**config.mk**
```make
export PLATFORM = sky130hd
export DESIGN_NAME = uart_receiver
export DESIGN_NICKNAME = d
export VERILOG_FILES = /design/src/rtl/uart_receiver.sv
export SDC_FILE = /design/constraint.sdc
export NUM_CORES = 1
export LEC_CHECK = 0
export ABC_AREA = 1
export CORE_UTILIZATION = 40
export CTS_CLUSTER_DIAMETER = 200
export DETAILED_ROUTE_END_ITERATION = 10
export SYNTH_ARGS = -nofsm -noshare
export SYNTH_HDL_FRONTEND = slang
export SYNTH_SLANG_ARGS = --single-unit
export TNS_END_PERCENT = 100
```
**constraint.sdc**
```tcl
create_clock -name clk -period 2.7 [get_ports clk]
set_input_delay 0.405 -clock clk [delete_from_list [all_inputs] [get_ports clk]]
set_output_delay 0.405 -clock clk [all_outputs]
set_load 0.05 [all_outputs]
```
**src/rtl/uart_receiver.sv**
```systemverilog
// UART 8N1 receiver: synchronizes uart_rx, frames bytes LSB first, hands them out on a valid/ready pair.
// Latency: data_valid rises one clk after the stop-bit sample; error pulses likewise one clk after the decision.
// Backpressure: one-byte holding register; a byte completing while the previous one is unconsumed is dropped (overrun_error).
// Optional build macro UART_RX_MAJORITY_VOTE_EN: 2-of-3 vote around every sample point (same timing as the default build).
module uart_receiver #(
   parameter int BAUD_RATE  = 115200,
   parameter int CLOCK_RATE = 25_000_000
) (
   input  logic       clk,
   input  logic       rst,
   input  logic       uart_rx,
   output logic [7:0] data_out,
   output logic       data_valid,
   input  logic       data_ready,
   output logic       framing_error,
   output logic       overrun_error
);

   localparam int DIVIDER = CLOCK_RATE / BAUD_RATE;
   localparam int HALF    = DIVIDER / 2;
   localparam int CW      = $clog2(DIVIDER);
   localparam logic [CW-1:0] DIV_LAST  = CW'(DIVIDER - 1);
   localparam logic [CW-1:0] HALF_LAST = CW'(HALF - 1);

   typedef enum logic [1:0] {IDLE, START, DATA, STOP} state_t;

   state_t        state;
   state_t        state_nx;
   logic [CW-1:0] cnt;
   logic [2:0]    bit_idx;
   logic [7:0]    shift;
   logic          fe_wait;

   // Synchronizer taps: sync_b is the two-flop synchronized line; line_mid is
   // that line one clk later and is what the FSM acts on, so sync_b serves as
   // the "n+1" look-ahead tap for the majority vote without shifting timing.
   logic sync_a;
   logic sync_b;
   logic line_mid;
   logic sample;

   // Synchronizer and sample-window pipeline, all idle-high.
`ifdef UART_RX_MAJORITY_VOTE_EN
   logic line_past;
   always_ff @(posedge clk or posedge rst) begin
      if (rst) begin
         sync_a    <= 1'b1;
         sync_b    <= 1'b1;
         line_mid  <= 1'b1;
         line_past <= 1'b1;
      end else begin
         sync_a    <= uart_rx;
         sync_b    <= sync_a;
         line_mid  <= sync_b;
         line_past <= line_mid;
      end
   end

   // 2-of-3 vote over counter positions n-1 (past), n (mid), n+1 (look-ahead).
   always_comb begin
      sample = (sync_b & line_mid) | (sync_b & line_past) | (line_mid & line_past);
   end
`else
   always_ff @(posedge clk or posedge rst) begin
      if (rst) begin
         sync_a   <= 1'b1;
         sync_b   <= 1'b1;
         line_mid <= 1'b1;
      end else begin
         sync_a   <= uart_rx;
         sync_b   <= sync_a;
         line_mid <= sync_b;
      end
   end

   // Single sample at the nominal point.
   always_comb begin
      sample = line_mid;
   end
`endif

   // Decode events for the current cycle.
   logic at_half;
   logic at_bit;
   logic bit_take;
   logic stop_sample;
   logic byte_done;
   logic stop_bad;
   logic cnt_clr;

   // FSM state register.
   always_ff @(posedge clk or posedge rst) begin
      if (rst) state <= IDLE;
      else     state <= state_nx;
   end

   // FSM next-state logic.
   always_comb begin
      state_nx = state;
      case (state)
         IDLE:  if (!line_mid) state_nx = START;
         START: if (at_half) state_nx = sample ? IDLE : DATA;
         DATA:  if (bit_take && bit_idx == 3'd7) state_nx = STOP;
         STOP: begin
            if (fe_wait) begin
               if (line_mid) state_nx = IDLE;
            end else if (stop_sample && sample) begin
               state_nx = IDLE;
            end
         end
         default: state_nx = IDLE;
      endcase
   end

   // FSM outputs: sample-point strobes and frame results.
   always_comb begin
      at_half     = (state == START) && (cnt == HALF_LAST);
      at_bit      = (cnt == DIV_LAST);
      bit_take    = (state == DATA) && at_bit;
      stop_sample = (state == STOP) && !fe_wait && at_bit;
      byte_done   = stop_sample && sample;
      stop_bad    = stop_sample && !sample;
      cnt_clr     = (state == IDLE) || at_half || bit_take || stop_sample;
   end

   // Bit-period counter, bit index, shift register and framing-error hold flag.
   always_ff @(posedge clk or posedge rst) begin
      if (rst) begin
         cnt     <= '0;
         bit_idx <= 3'd0;
         shift   <= 8'h00;
         fe_wait <= 1'b0;
      end else begin
         cnt <= cnt_clr ? '0 : cnt + CW'(1);
         if (at_half) begin
            bit_idx <= 3'd0;
         end else if (bit_take) begin
            bit_idx        <= bit_idx + 3'd1;
            shift[bit_idx] <= sample;
         end
         if (stop_bad)               fe_wait <= 1'b1;
         else if (state_nx != STOP)  fe_wait <= 1'b0;
      end
   end

   // Holding register with valid/ready handshake and error pulses.
   always_ff @(posedge clk or posedge rst) begin
      if (rst) begin
         data_out      <= 8'h00;
         data_valid    <= 1'b0;
         framing_error <= 1'b0;
         overrun_error <= 1'b0;
      end else begin
         framing_error <= stop_bad;
         overrun_error <= byte_done && data_valid && !data_ready;
         if (byte_done && (!data_valid || data_ready)) begin
            data_out   <= shift;
            data_valid <= 1'b1;
         end else if (data_valid && data_ready) begin
            data_valid <= 1'b0;
         end
      end
   end

endmodule
```
==> results of run 1 <==
worst register-to-register path, cell delays in order, from the launching register on:
cell,delay (ps)
dfrtp_1,410
inv_1,70
ha_1,130
nand2_1,80
nor2_4,190
nand3_4,210
nand4_1,340
nor2_1,80
synth_stat cells:
master    count
buf_6         1
clkbuf_1      2
dfrtp_1      33
dfstp_2       3
ha_1          4
inv_1        21
nand2_1      39
nand2_2       1
nand2_4       1
nand3_1      23
nand3_4       2
nand4_1       4
nor2_1       18
nor2_2        1
nor2_4        1
nor2_8        2
nor3_1        1
o21ai_0      11
o21ai_1       1
o21ai_2       1
o21bai_1      1
o31ai_1       7
o31ai_2       1
xnor2_1       1
xor2_1        3
flip-flops by register name (all words and copies together), names as in the netlist:
signal / count
cnt: 8
framing_error: 1
data_out: 8
data_valid: 1
sync_a: 1
state: 2
fe_wait: 1
shift: 8
overrun_error: 1
bit_idx: 3
line_mid: 1
sync_b: 1
per-layer routing:
layer	track usage (%)	vias to the layer above	wire length [µm]
met5	0	-	0
met4	7.98	0	57
met3	6.08	6	150
met2	27.1	28	1410
met1	19.2	583	1380
li1	-	635	-
power breakdown:
group	internal (W)	switching, W
Combinational	0.00000510	0.0000147
Sequential	0.000543	0.000000623
Clock	0.000462	0.000196
final cells by class:
| class | instances | area, µm² |
|---|---|---|
| Fill cell | 392 | 1980 |
| Sequential cell | 36 | 905 |
| Multi-Input combinational cell | 123 | 696 |
| Tap cell | 50 | 62.6 |
| Clock buffer | 5 | 68.8 |
| Clock inverter | 3 | 90.1 |
| Inverter | 21 | 78.8 |
| Timing Repair Buffer | 15 | 148 |
per-stage QoR:
step | total power [W] | cells | utilization, % | hold slack [ps] | area, µm²
final | 0.00122 | 253 | 50.8 | 358 | 2050
after global routing | 0.00127 | 253 | 50.8 | 365 | 2050
after CTS | 0.00124 | 253 | 50.8 | 360 | 2050
after detailed placement | 0.000575 | 245 | 46.9 | 347 | 1890
after global placement | 0.000574 | 245 | 46.9 | 348 | 1890
after floorplan | 0.000565 | 183 | - | 345 | 1700
worst paths after layout:
path / cells past startpoint / from / endpoint / slack (ps)
setup / recovery: 1 / data_out[5] / data_out[5] / 840
hold / removal: 0 / sync_b / line_mid / 360
setup reg to reg: 7 / cnt[0] / cnt[3] / 1070
hold reg to reg: 0 / sync_b / line_mid / 360
max in group asynchronous: 3 / rst / sync_b / 1840
min in group asynchronous: 3 / rst / data_out[5] / 510
cell families (layout without fill, tap and decap cells):
group	after synthesis	after routing
simple gates	93	93
fa+ha+maj	4	4
flops	36	36
xor+xnor	4	4
buf+inv	24	44
compound gates	22	22
==> flow_metrics.tcl, run 1 <==
set metrics [dict create \
    status "finished, final reports clean" \
    dp_slack_ps 1040 \
    fp.dieH_um 67.2 \
    area_growth_pct 20.6 \
    place.detailed.hpwl_mm 2.18 \
    grt_pass1_wl_mm 5.42 \
    cts_sinks 36 \
    hold_viol_final 0 \
    synth_area_leaders "dfrtp_1, nand2_1, nand3_1" \
    slew_headroom_pct 63.3 \
    drcViolationCount 0 \
    track_usage_pct 16.6 \
    timing.final.ws_setup_ps 843 \
    cts_setup_buffers 0 \
    required_ps 2300 \
    globalplace.congestion 0.889 \
    synth_nets 191 \
    synth_top_family_by_area "simple AND/OR/NAND/NOR gates" \
    clk_path_buf_depth 2 \
    root_buffer "clkbuf_8" \
    layout_common_cells "nand2_1, dfrtp_1, nand3_1" \
    antenna_found_initial 0 \
    avgSynthCellArea_um2 9.28 \
    crit_type "reg -> out" \
    hold_buffers 0 \
    synth_top_area_share_pct 48.6 \
    start_util_pct 42.1 \
    rsz0062_at_grt "no" \
    setup_tns_ps 0 \
    drive_gt1_share_pct 10.8 \
    diodes 0 \
    dr.pass1.iters 4 \
    synth_cell_type_count 25 \
    synthMuxAreaShare_pct 0 \
    synth_warnings 0 \
    port_buffers 14 \
    vias 1252 \
    seq_area_frac_synth_pct 53.3 \
    die_w_um 67.2 \
    worstPathMaxFanout 2 \
    syn_area_mm2 0.00170 \
    grt_pass1_vias 1249 \
    finalSetupViolCount 0 \
    hold_class "reg -> reg" \
    synth-xor-area-share_pct 2.06 \
    grt_max_degree 37 \
    grt.overflow.total 0 \
    worstPathArrival_ps 1450 \
    slowest_delay_ps 800 \
    start_kind "flop" \
    max-vdd-ir-drop_uv 467 \
    synth_seq_cells 36 \
    fin_crit_sh_pct 68.8 \
    synth-compound-area-share_pct 8.33 \
    synth_simple_gate_area_share_pct 27.6 \
    nets 210 \
    core_area_mm2 0.00403 \
    die_area_mm2 0.00451 \
    yosys.area.top_type "dfrtp_1" \
    slowest_stage "clkdlybuf4s50_1" \
    vias_per_cell 4.95 \
    cts_tree "yes" \
    clock_skew_ps 7.03 \
    fp-row-count 23 \
    cts_buffers 5 \
    synth_fa_ha_area_share_pct 2.95 \
    synth_cells 183 \
    max_cap_viol_count 0 \
    wl_per_cell_um 11.9 \
    leakage_nw 0.982 \
    ctsHtreeMaxLevel 2 \
    clkTransAtPathRegs_ps 80 \
    clk_latency_ps 290 \
    wl_mm 3.00 \
    drt_iter0_drc 81 \
    ctsResizeCount 0 \
    io_pins 15 \
    crit_chain "clkdlybuf4s50_1" \
    p_per_area_mw_per_mm2 596 \
    crit_family "buffers and inverters" \
    fmax_mhz 539 \
    final_common_cell "nand2_1" \
    crit_buf_inv 1 \
    period_needed_ps 1860 \
    cp-end-kind "primary output" \
    maxSlewViolCount 0 \
    tightest_slew_ps 550 \
    ant_nets 0 \
]
No activity file was read; power rests on OpenSTA's default activity.
==> run 2: changes to the inputs <==
==> constraint.sdc (replaced) <==
create_clock -name clk -period 1.9 [get_ports clk]
set_input_delay 0.285 -clock clk [delete_from_list [all_inputs] [get_ports clk]]
set_output_delay 0.285 -clock clk [all_outputs]
set_load 0.05 [all_outputs]
==> flow_metrics.tcl, run 2 (synthesized netlist as in run 1, its figures left out) <==
set metrics [dict create \
    status "finished, final reports clean" \
    grt.overflow.total 0 \
    globalplace.congestion 0.839 \
    die_area_mm2 0.00451 \
    slowest_delay_ps 810 \
    nets 210 \
    tightest_slew_ps 517 \
    port_buffers 14 \
    hold_viol_final 0 \
    grt_max_degree 37 \
    period_needed_ps 1730 \
    cts_sinks 36 \
    crit_type "reg -> out" \
    fp.dieH_um 67.2 \
    hold_buffers 0 \
    track_usage_pct 15.5 \
    grt_pass1_wl_mm 5.05 \
    cp-end-kind "primary output" \
    diodes 0 \
    fp-row-count 23 \
    seqCellArea_um2 905 \
    fmax_mhz 577 \
    crit_chain "clkdlybuf4s50_1" \
    dr.pass1.iters 4 \
    clk_path_buf_depth 2 \
    vias_per_cell 4.93 \
    placed_area_mm2 0.00189 \
    ctsResizeCount 0 \
    place.detailed.hpwl_mm 2.19 \
    cts_buffers 5 \
    r2r_start "cnt[0]" \
    max-vdd-ir-drop_uv 459 \
    crit_family "buffers and inverters" \
    start_util_pct 42.1 \
    root_buffer "clkbuf_8" \
    start_kind "flop" \
    crit_buf_inv 1 \
    hold_start "sync_a" \
    slowest_stage "clkdlybuf4s50_1" \
    leakage_nw 0.958 \
    worstPathArrival_ps 1450 \
    area_growth_pct 17.8 \
    p_per_area_mw_per_mm2 727 \
    multiInputGateArea_um2 696 \
    reg_top3 "cnt: 8 flops, data_out: 8 flops, shift: 8 flops" \
    maxSlewViolCount 0 \
    wl_mm 2.97 \
    drive_gt1_share_pct 10.8 \
    finalInstanceArea_mm2 0.00200 \
    startpoint "data_valid" \
    vias 1248 \
    drt_iter0_drc 55 \
    hold_class "reg -> reg" \
    ant_nets 0 \
    rsz0062_at_grt "no" \
    core_area_mm2 0.00403 \
    clkTransAtPathRegs_ps 70 \
    cts_setup_buffers 0 \
    setup_tns_ps 0 \
    cts_tree "yes" \
    max_cap_viol_count 0 \
    fin_crit_sh_pct 91.2 \
    worstPathMaxFanout 2 \
    antenna_found_initial 0 \
    layout_common_cells "nand2_1, dfrtp_1, nand3_1" \
    final_common_cell "nand2_1" \
    drcViolationCount 0 \
    clock_skew_ps 9.74 \
    wl_per_cell_um 11.7 \
    io_pins 15 \
    grt_pass1_vias 1145 \
    slew_headroom_pct 65.5 \
    fill_cells 383 \
    finalSetupViolCount 0 \
    clk_latency_ps 290 \
    required_ps 1620 \
    ctsHtreeMaxLevel 2 \
    reg2reg_slack_ps 220 \
    fin_hold_ws_ps 357 \
    die_w_um 67.2 \
]
-- run 2: routing by layer --
metal / part of all wire (%) / GRT usage (%) / wire length, µm
met1: 47 / 18.9 / 1390
met2: 47 / 25.1 / 1400
met3: 4.6 / 5.07 / 136
met4: 1.6 / 6.38 / 48
met5: 0 / 0 / 0
-- run 2: worst paths after layout --
check | to | cells after the start
min in group asynchronous | data_out[4] | 3
max | data_valid | 1
min | sync_b | 0
min reg2reg | sync_b | 0
max reg2reg | cnt[4] | 7
max in group asynchronous | line_mid | 3
-- run 2: area by class of cell --
cell class	instances	share of cell area, %
tap	50	3.13
sequential	36	45.2
timing repair buffer	15	7.38
clock buffer	5	3.44
clock inverter	3	2.13
multi-input combinational	123	34.8
inverter	21	3.94
-- run 2: power by group --
part	leakage, nW	switching [W]	total [W]	internal, W
sequential	0.478	0.000000923	0.000773	0.000772
combinational	0.426	0.0000206	0.0000279	0.00000725
clock	0.0541	0.000267	0.000655	0.000388
-- run 2: through the flow --
stage               instances  setup slack (ps)  utilization [%]  total power [W]
global route              253              43.0             49.7          0.00151
detailed placement        245               214             46.9         0.000817
CTS                       253               150             49.7          0.00148
finish                    253               168             49.7          0.00146
floorplan                 183               487                -         0.000804
global placement          245               300             46.9         0.000816
